`src/rtl/cbx_param_dbuf.sv`:
```
// X-direction connection block: straight-through channel tracks plus one routing mux
// per grid pin, configured through a double-buffered (shadow/active) ccff chain.
module cbx_param_dbuf #(
    parameter int CHAN_W       = 9,
    parameter int NUM_IPIN     = 10,
    parameter int MUX_SIZE     = 6,
    parameter int TRACK_STRIDE = 4
) (
    input  logic              prog_clk,
    input  logic              prog_reset,
    input  logic              ccff_head,
    input  logic              ccff_en,
    input  logic              ccff_commit,
    input  logic [CHAN_W-1:0] chanx_left_in,
    input  logic [CHAN_W-1:0] chanx_right_in,
    output logic [CHAN_W-1:0] chanx_left_out,
    output logic [CHAN_W-1:0] chanx_right_out,
    output logic [NUM_IPIN-1:0] ipin_out,
    output logic              ccff_tail,
    output logic              cfg_valid,
    output logic              cfg_err,
    output logic              sel_err
);
    localparam int SEL_W    = $clog2(MUX_SIZE);
    localparam int CFG_BITS = NUM_IPIN * SEL_W;
    localparam int CNT_W    = $clog2(CFG_BITS + 1);
    localparam logic [CNT_W-1:0] CNT_FULL = CNT_W'(CFG_BITS);
    localparam logic [SEL_W:0]   SEL_LIM  = (SEL_W + 1)'(MUX_SIZE);

    logic [CFG_BITS-1:0] shadow_q, shadow_d;
    logic [CFG_BITS-1:0] active_q, active_d;
    logic [CNT_W-1:0]    cnt_q, cnt_d;
    logic                cfg_valid_q, cfg_valid_d;
    logic                cfg_err_q, cfg_err_d;
    logic                commit_ok;
    logic [NUM_IPIN-1:0] sel_bad;

    always_ff @(posedge prog_clk or posedge prog_reset) begin
        if (prog_reset) begin
            shadow_q    <= '0;
            active_q    <= '0;
            cnt_q       <= '0;
            cfg_valid_q <= 1'b0;
            cfg_err_q   <= 1'b0;
        end else begin
            shadow_q    <= shadow_d;
            active_q    <= active_d;
            cnt_q       <= cnt_d;
            cfg_valid_q <= cfg_valid_d;
            cfg_err_q   <= cfg_err_d;
        end
    end

    // The commit copies the pre-shift shadow; a shift in the same cycle forces a reject anyway.
    always_comb begin
        shadow_d    = shadow_q;
        active_d    = active_q;
        cnt_d       = cnt_q;
        cfg_valid_d = cfg_valid_q;
        cfg_err_d   = 1'b0;
        commit_ok   = ccff_commit && !ccff_en && (cnt_q == CNT_FULL);
        if (ccff_en) begin
            shadow_d = {shadow_q[CFG_BITS-2:0], ccff_head};
            if (cnt_q != CNT_FULL) begin
                cnt_d = cnt_q + CNT_W'(1);
            end
        end
        if (ccff_commit) begin
            if (commit_ok) begin
                active_d    = shadow_q;
                cnt_d       = '0;
                cfg_valid_d = 1'b1;
            end else begin
                cfg_err_d = 1'b1;
            end
        end
    end

    assign chanx_left_out  = chanx_right_in;
    assign chanx_right_out = chanx_left_in;
    assign ccff_tail       = shadow_q[CFG_BITS-1];
    assign cfg_valid       = cfg_valid_q;
    assign cfg_err         = cfg_err_q;
    assign sel_err         = cfg_valid_q & (|sel_bad);

    genvar gi, gj;
    generate
        for (gi = 0; gi < NUM_IPIN; gi++) begin : g_pin
            // Padded to a power of two so out-of-range selects land on constant zero.
            logic [(1 << SEL_W)-1:0] mux_in;
            logic [SEL_W-1:0]        sel;

            assign sel = active_q[gi*SEL_W +: SEL_W];

            for (gj = 0; gj < (1 << SEL_W); gj++) begin : g_in
                if (gj < MUX_SIZE) begin : g_track
                    localparam int TRK = (gi + (gj / 2) * TRACK_STRIDE) % CHAN_W;
                    if (gj % 2 == 0) begin : g_left
                        assign mux_in[gj] = chanx_left_in[TRK];
                    end else begin : g_right
                        assign mux_in[gj] = chanx_right_in[TRK];
                    end
                end else begin : g_pad
                    assign mux_in[gj] = 1'b0;
                end
            end

            assign sel_bad[gi]  = ({1'b0, sel} >= SEL_LIM);
            assign ipin_out[gi] = cfg_valid_q & mux_in[sel];
        end
    endgenerate
endmodule

```
`config.mk`:
```
export PLATFORM = sky130hd
export DESIGN_NAME = cbx_param_dbuf
export DESIGN_NICKNAME = d
export VERILOG_FILES = /design/src/rtl/cbx_param_dbuf.sv
export SDC_FILE = /design/constraint.sdc
export NUM_CORES = 1
export LEC_CHECK = 0
export ABC_CLOCK_PERIOD_IN_PS = 4600
export CAP_MARGIN = 20
export CORE_ASPECT_RATIO = 0.6
export CORE_MARGIN = 3
export CORE_UTILIZATION = 30
export CTS_CLUSTER_DIAMETER = 150
export DETAILED_ROUTE_END_ITERATION = 12
export GPL_TIMING_DRIVEN = 0
export SYNTH_ARGS = -nofsm -noshare
export SYNTH_HDL_FRONTEND = slang
export SYNTH_SLANG_ARGS = --single-unit
```
`constraint.sdc`:
```
create_clock -name prog_clk -period 4.6 [get_ports prog_clk]
set_input_delay 0.92 -clock prog_clk [delete_from_list [all_inputs] [get_ports prog_clk]]
set_output_delay 0.92 -clock prog_clk [all_outputs]
set_load 0.05 [all_outputs]
```
## Yosys cells after proc, flatten, opt, wreduce, memory -nomap -nowiden

Cells that the tools add are included.

| word-level totals | value |
|---|---|
| register bits after elaboration | 67 |
| latch bits | 0 |
| bits in writable memories | 0 |
| bits in read-only memories | 0 |
| output and inout bits | 32 |
| memories kept | 0 |

| operators by class | value |
|---|---|
| $add $sub $neg | 1 |
| $mul | 0 |
| div/mod/pow operators | 0 |
| $lt $le $gt $ge | 20 |
| equality and inequality tests | 2 |
| shift operators | 0 |
| mux-type cells | 26 |
| bitwise logic cells | 11 |
| reductions and logical operators | 5 |

Operator list:

| cell | count |
|---|---|
| 3-bit by 4-bit less-than comparator with 1-bit output, second input constant | 10 |
| 1-bit binary-select mux with 3-bit select | 10 |
| 3-bit greater-or-equal comparator, second input constant | 10 |
| 5-bit two-way mux | 4 |
| 1-bit two-way mux | 12 |
| 1-bit AND | 11 |
| 10-bit OR reduction | 1 |
| 5-bit by 1-bit adder with 5-bit output, second input constant | 1 |
| 5-bit == test, second input constant | 1 |
| 5-bit inequality test, second input constant | 1 |
| 1-bit logical AND | 2 |
| 2-bit AND reduction | 1 |
| 1-bit zero test | 1 |

## Logic depth before layout (Yosys ltp)

| logic depth | value |
|---|---|
| word-level depth | 5 |
| gate-level depth with buffers | 6 |
| mapped depth without buffers | 5 |

## Least setup slack after synthesis

Ideal clock, no wire load.

| timing | value |
|---|---|
| path type | reg2out |
| start point | reg cfg_valid_q, in the netlist cfg_valid |
| end point | out ipin_out[9] |
| arrival | 2224 ps |
| path slack | 1456 ps |
| stages on the path, launching flop included | 4 |
| path buffers | 1 |
| cell sequence | dfrtp_1 > clkbuf_1 > nand2_1 > o31ai_1 |

| on the way | value |
|---|---|
| longest elaborated chain between the ends | 1 |

Ends and longest elaborated chain:

| item | RTL line | source |
|---|---|---|
| start: declaration | 33 | `logic cfg_valid_q, cfg_valid_d;` |
| start signal: assignment | 49 | `cfg_valid_q <= cfg_valid_d;` |
| 1-bit AND | 109 | `assign ipin_out[gi] = cfg_valid_q & mux_in[sel];` |
| end: declaration | 18 | `output logic [NUM_IPIN-1:0] ipin_out,` |

Every way passes these cells.

## Worst setup path after layout

| timing | value |
|---|---|
| start point | in chanx_left_in[8] |
| end point | out ipin_out[4] |

| on the way | value |
|---|---|
| longest elaborated chain between the ends | 3 |

Ends and longest elaborated chain:

| item | RTL line | source |
|---|---|---|
| start: declaration | 14 | `input logic [CHAN_W-1:0] chanx_left_in,` |
| 1-bit binary-select mux with 3-bit select | 109 |  |
| 1-bit two-way mux (implied by the code) | 109 |  |
| 1-bit AND | 109 |  |

Every way passes these cells. The select of a mux whose other input is x is not followed.

==> flow_summary.json <==
{
  "status": "complete, no violations",
  "synth_edf_count": 0,
  "antenna_found_initial": 0,
  "path_cells": "clkdlybuf4s50_1 -> mux4_2 -> nand3b_1 -> o21ai_0 -> clkdlybuf4s50_1",
  "setup_ws_ns": 0.7820,
  "endpoint_kind": "output port",
  "tightest_slew_ns": 0.8174,
  "drcViolationCount": 0,
  "fin_setup_tns_ns": 0,
  "fin_crit_sh_pct": 83.00,
  "synth_top_area_share_pct": 50.38,
  "syn_area_um2": 3328,
  "cts-buffers-inserted": 9,
  "reg2reg_slack_ns": 2.60,
  "cts_root_buf": "clkbuf_16",
  "synth-seq-area-share_pct": 50.38,
  "core_area_um2": 10700,
  "fp-row-count": 29,
  "io_buffers": 53,
  "cp.depth": 5,
  "drt_first_pass_iters": 4,
  "place_congestion": 0.7690,
  "peakVddDrop_v": 0.0002152,
  "grt_pass1_wl_mm": 12.43,
  "critPathLaunch": "chanx_left_in[8]",
  "worst-path-buf-inv": 2,
  "cpMostUsedCell": "clkdlybuf4s50_1",
  "required_ns": 3.68,
  "syn_nets": 265,
  "ctsLongestPathBuffers": 2,
  "cts_tree": "yes",
  "slowest_delay_ns": 0.72,
  "slew_headroom_pct": 45.50,
  "r2r-start": "cnt_q[0]",
  "grt_usage_pct": 13.18,
  "fin_hold_ws_ns": 0.5204,
  "rsz0062_at_grt": "no",
  "drv_cap": 0,
  "cp_max_fo": 5,
  "cts.sinks": 67,
  "io_pins": 55,
  "yosysTopAreaCell": "dfrtp_1",
  "synth_seq_cells": 67,
  "hold_buffers": 0,
  "wl_per_cell_um": 16.82,
  "dp_hpwl_mm": 5.566,
  "dp.cells": 432,
  "dieArea_um2": 12430,
  "holdCritPathClass": "reg -> reg",
  "leakage_nw": 1.835,
  "fmax_ghz": 0.2619,
  "endpoint": "ipin_out[4]",
  "clk_latency_ns": 0.34,
  "hold_viol_final": 0,
  "rr_endpoint": "active_q[24]",
  "power.density_nw_per_um2": 421.6,
  "start_util_pct": 31.09,
  "synth_cell_type_count": 31,
  "power_mw": 1.818,
  "arrival_ns": 2.90,
  "postRouteAntennaNets": 0,
  "worstSetupPathType": "in -> out",
  "fin_cells": 448,
  "first_global_vias": 2261,
  "clk_pin_slew_ns": 0.06,
  "clock_skew_ns": 0.007140,
  "placedInstanceArea_um2": 4035,
  "postLayoutCoreUtil_pct": 40.29,
  "synth_top_flop_cell": "dfrtp_1",
  "ys_warn_count": 0,
  "startpoint_type": "input pin",
  "syn_inst": 240,
  "fin_crit_ns": 3.818,
  "mostFrequentLayoutCells": "67 x dfrtp_1, 58 x mux2_2, 53 x clkdlybuf4s50_1",
  "syn_avg_cell_area_um2": 13.87,
  "synth_area_leaders": "dfrtp_1 50%, mux2_2 20%, mux4_2 6.8%",
  "layout-drive-gt1-share_pct": 36.25,
  "grt_overflow": 0,
  "routed-via-count": 2171,
  "wl_mm": 7.537,
  "async_flop_share_pct": 100.0,
  "dieHeight_um": 87.59,
  "drv_slew": 0,
  "stdcell_area_um2": 4313,
  "postCtsSetupBuffers": 0,
  "layout.nets": 329,
  "h-tree-depth": 3,
  "setup_violations": 0,
  "drtIter0Drc": 117,
  "final_common_cell": "dfrtp_1",
  "die_x_um": 142.0,
  "slowest_stage": "clkdlybuf4s50_1",
  "grt_max_degree": 68,
  "pre_cts_slack_ns": 0.7838,
  "cts_resized": 0,
  "n_antenna_cell": 0,
  "rr_worst_depth": 6,
  "path_delay_family": "buffers and inverters",
  "area_growth_pct": 29.59,
  "viasPerCell": 4.846
}
[per-layer routing]
metal / part of all wire, % / GRT usage, % / up-vias
li1: - / - / 1013
met1: 51 / 18.78 / 1106
met2: 43 / 19.09 / 42
met3: 4.4 / 4.201 / 10
met4: 1.2 / 4.443 / 0
met5: 0 / 0 / -
[final cells by class]
class	instances	area [um^2]
Clock inverter	7	52.55
Buffer	27	195.2
Clock buffer	9	225.2
Tap cell	139	173.9
Timing Repair Buffer	53	530.5
Fill cell	1012	6391
Multi-Input combinational cell	141	1438
Sequential cell	67	1677
Inverter	5	21.27
[worst reg2reg max path, stage by stage (launching register included)]
cell and delay [ns]:
dfrtp_1 0.43, inv_1 0.08, ha_1 0.20, nand4_4 0.18, nor3_4 0.42, buf_6 0.24, mux2_2 0.35
[how the worst min path moves through the flow]
stage                      start            to  slack (ns)  depth (start not counted)
floorplan            shadow_q[0]   active_q[0]        0.48                          1
global placement     shadow_q[4]   active_q[4]        0.51                          1
detailed placement   shadow_q[1]   active_q[1]        0.51                          1
CTS                  shadow_q[1]   shadow_q[1]        0.53                          1
global route        shadow_q[18]  shadow_q[18]        0.54                          1
finish               shadow_q[6]   shadow_q[7]        0.52                          1
[logic make-up after synthesis]
group                    Yosys count  share of synthesized area (%)
AO/OA/AOI/OAI                     25                          4.624
multiplexers                      82                          30.68
AND/OR/NAND/NOR                   32                          7.143
adder cells (fa/ha/maj)            2                         0.7518
flip-flops                        67                          50.38
buffers and inverters             32                          6.428
[synth_stat cells, types with 3 or more instances]
cell type  number
buf_2           3
buf_4          18
buf_6           3
dfrtp_1        67
inv_1           5
mux2_2         58
mux2i_1        12
mux4_2         10
nand3b_1       19
nor2_1          3
o21ai_0        13
[power breakdown]
| part | internal [mW] | total [mW] | switching, mW | leakage, nW |
|---|---|---|---|---|
| sequential | 0.725 | 0.845 | 0.120 | 0.875 |
| clock | 0.367 | 0.634 | 0.267 | 0.124 |
| combinational | 0.186 | 0.340 | 0.154 | 0.836 |
| total | 1.28 | 1.82 | 0.541 | 1.84 |
[flip-flops by register name, summed over array words and instances, names as in the netlist]
name,cells
cfg_err,1
active_q,30
shadow_q,30
cfg_valid,1
cnt_q,5
(Power assumes the default switching activity.)
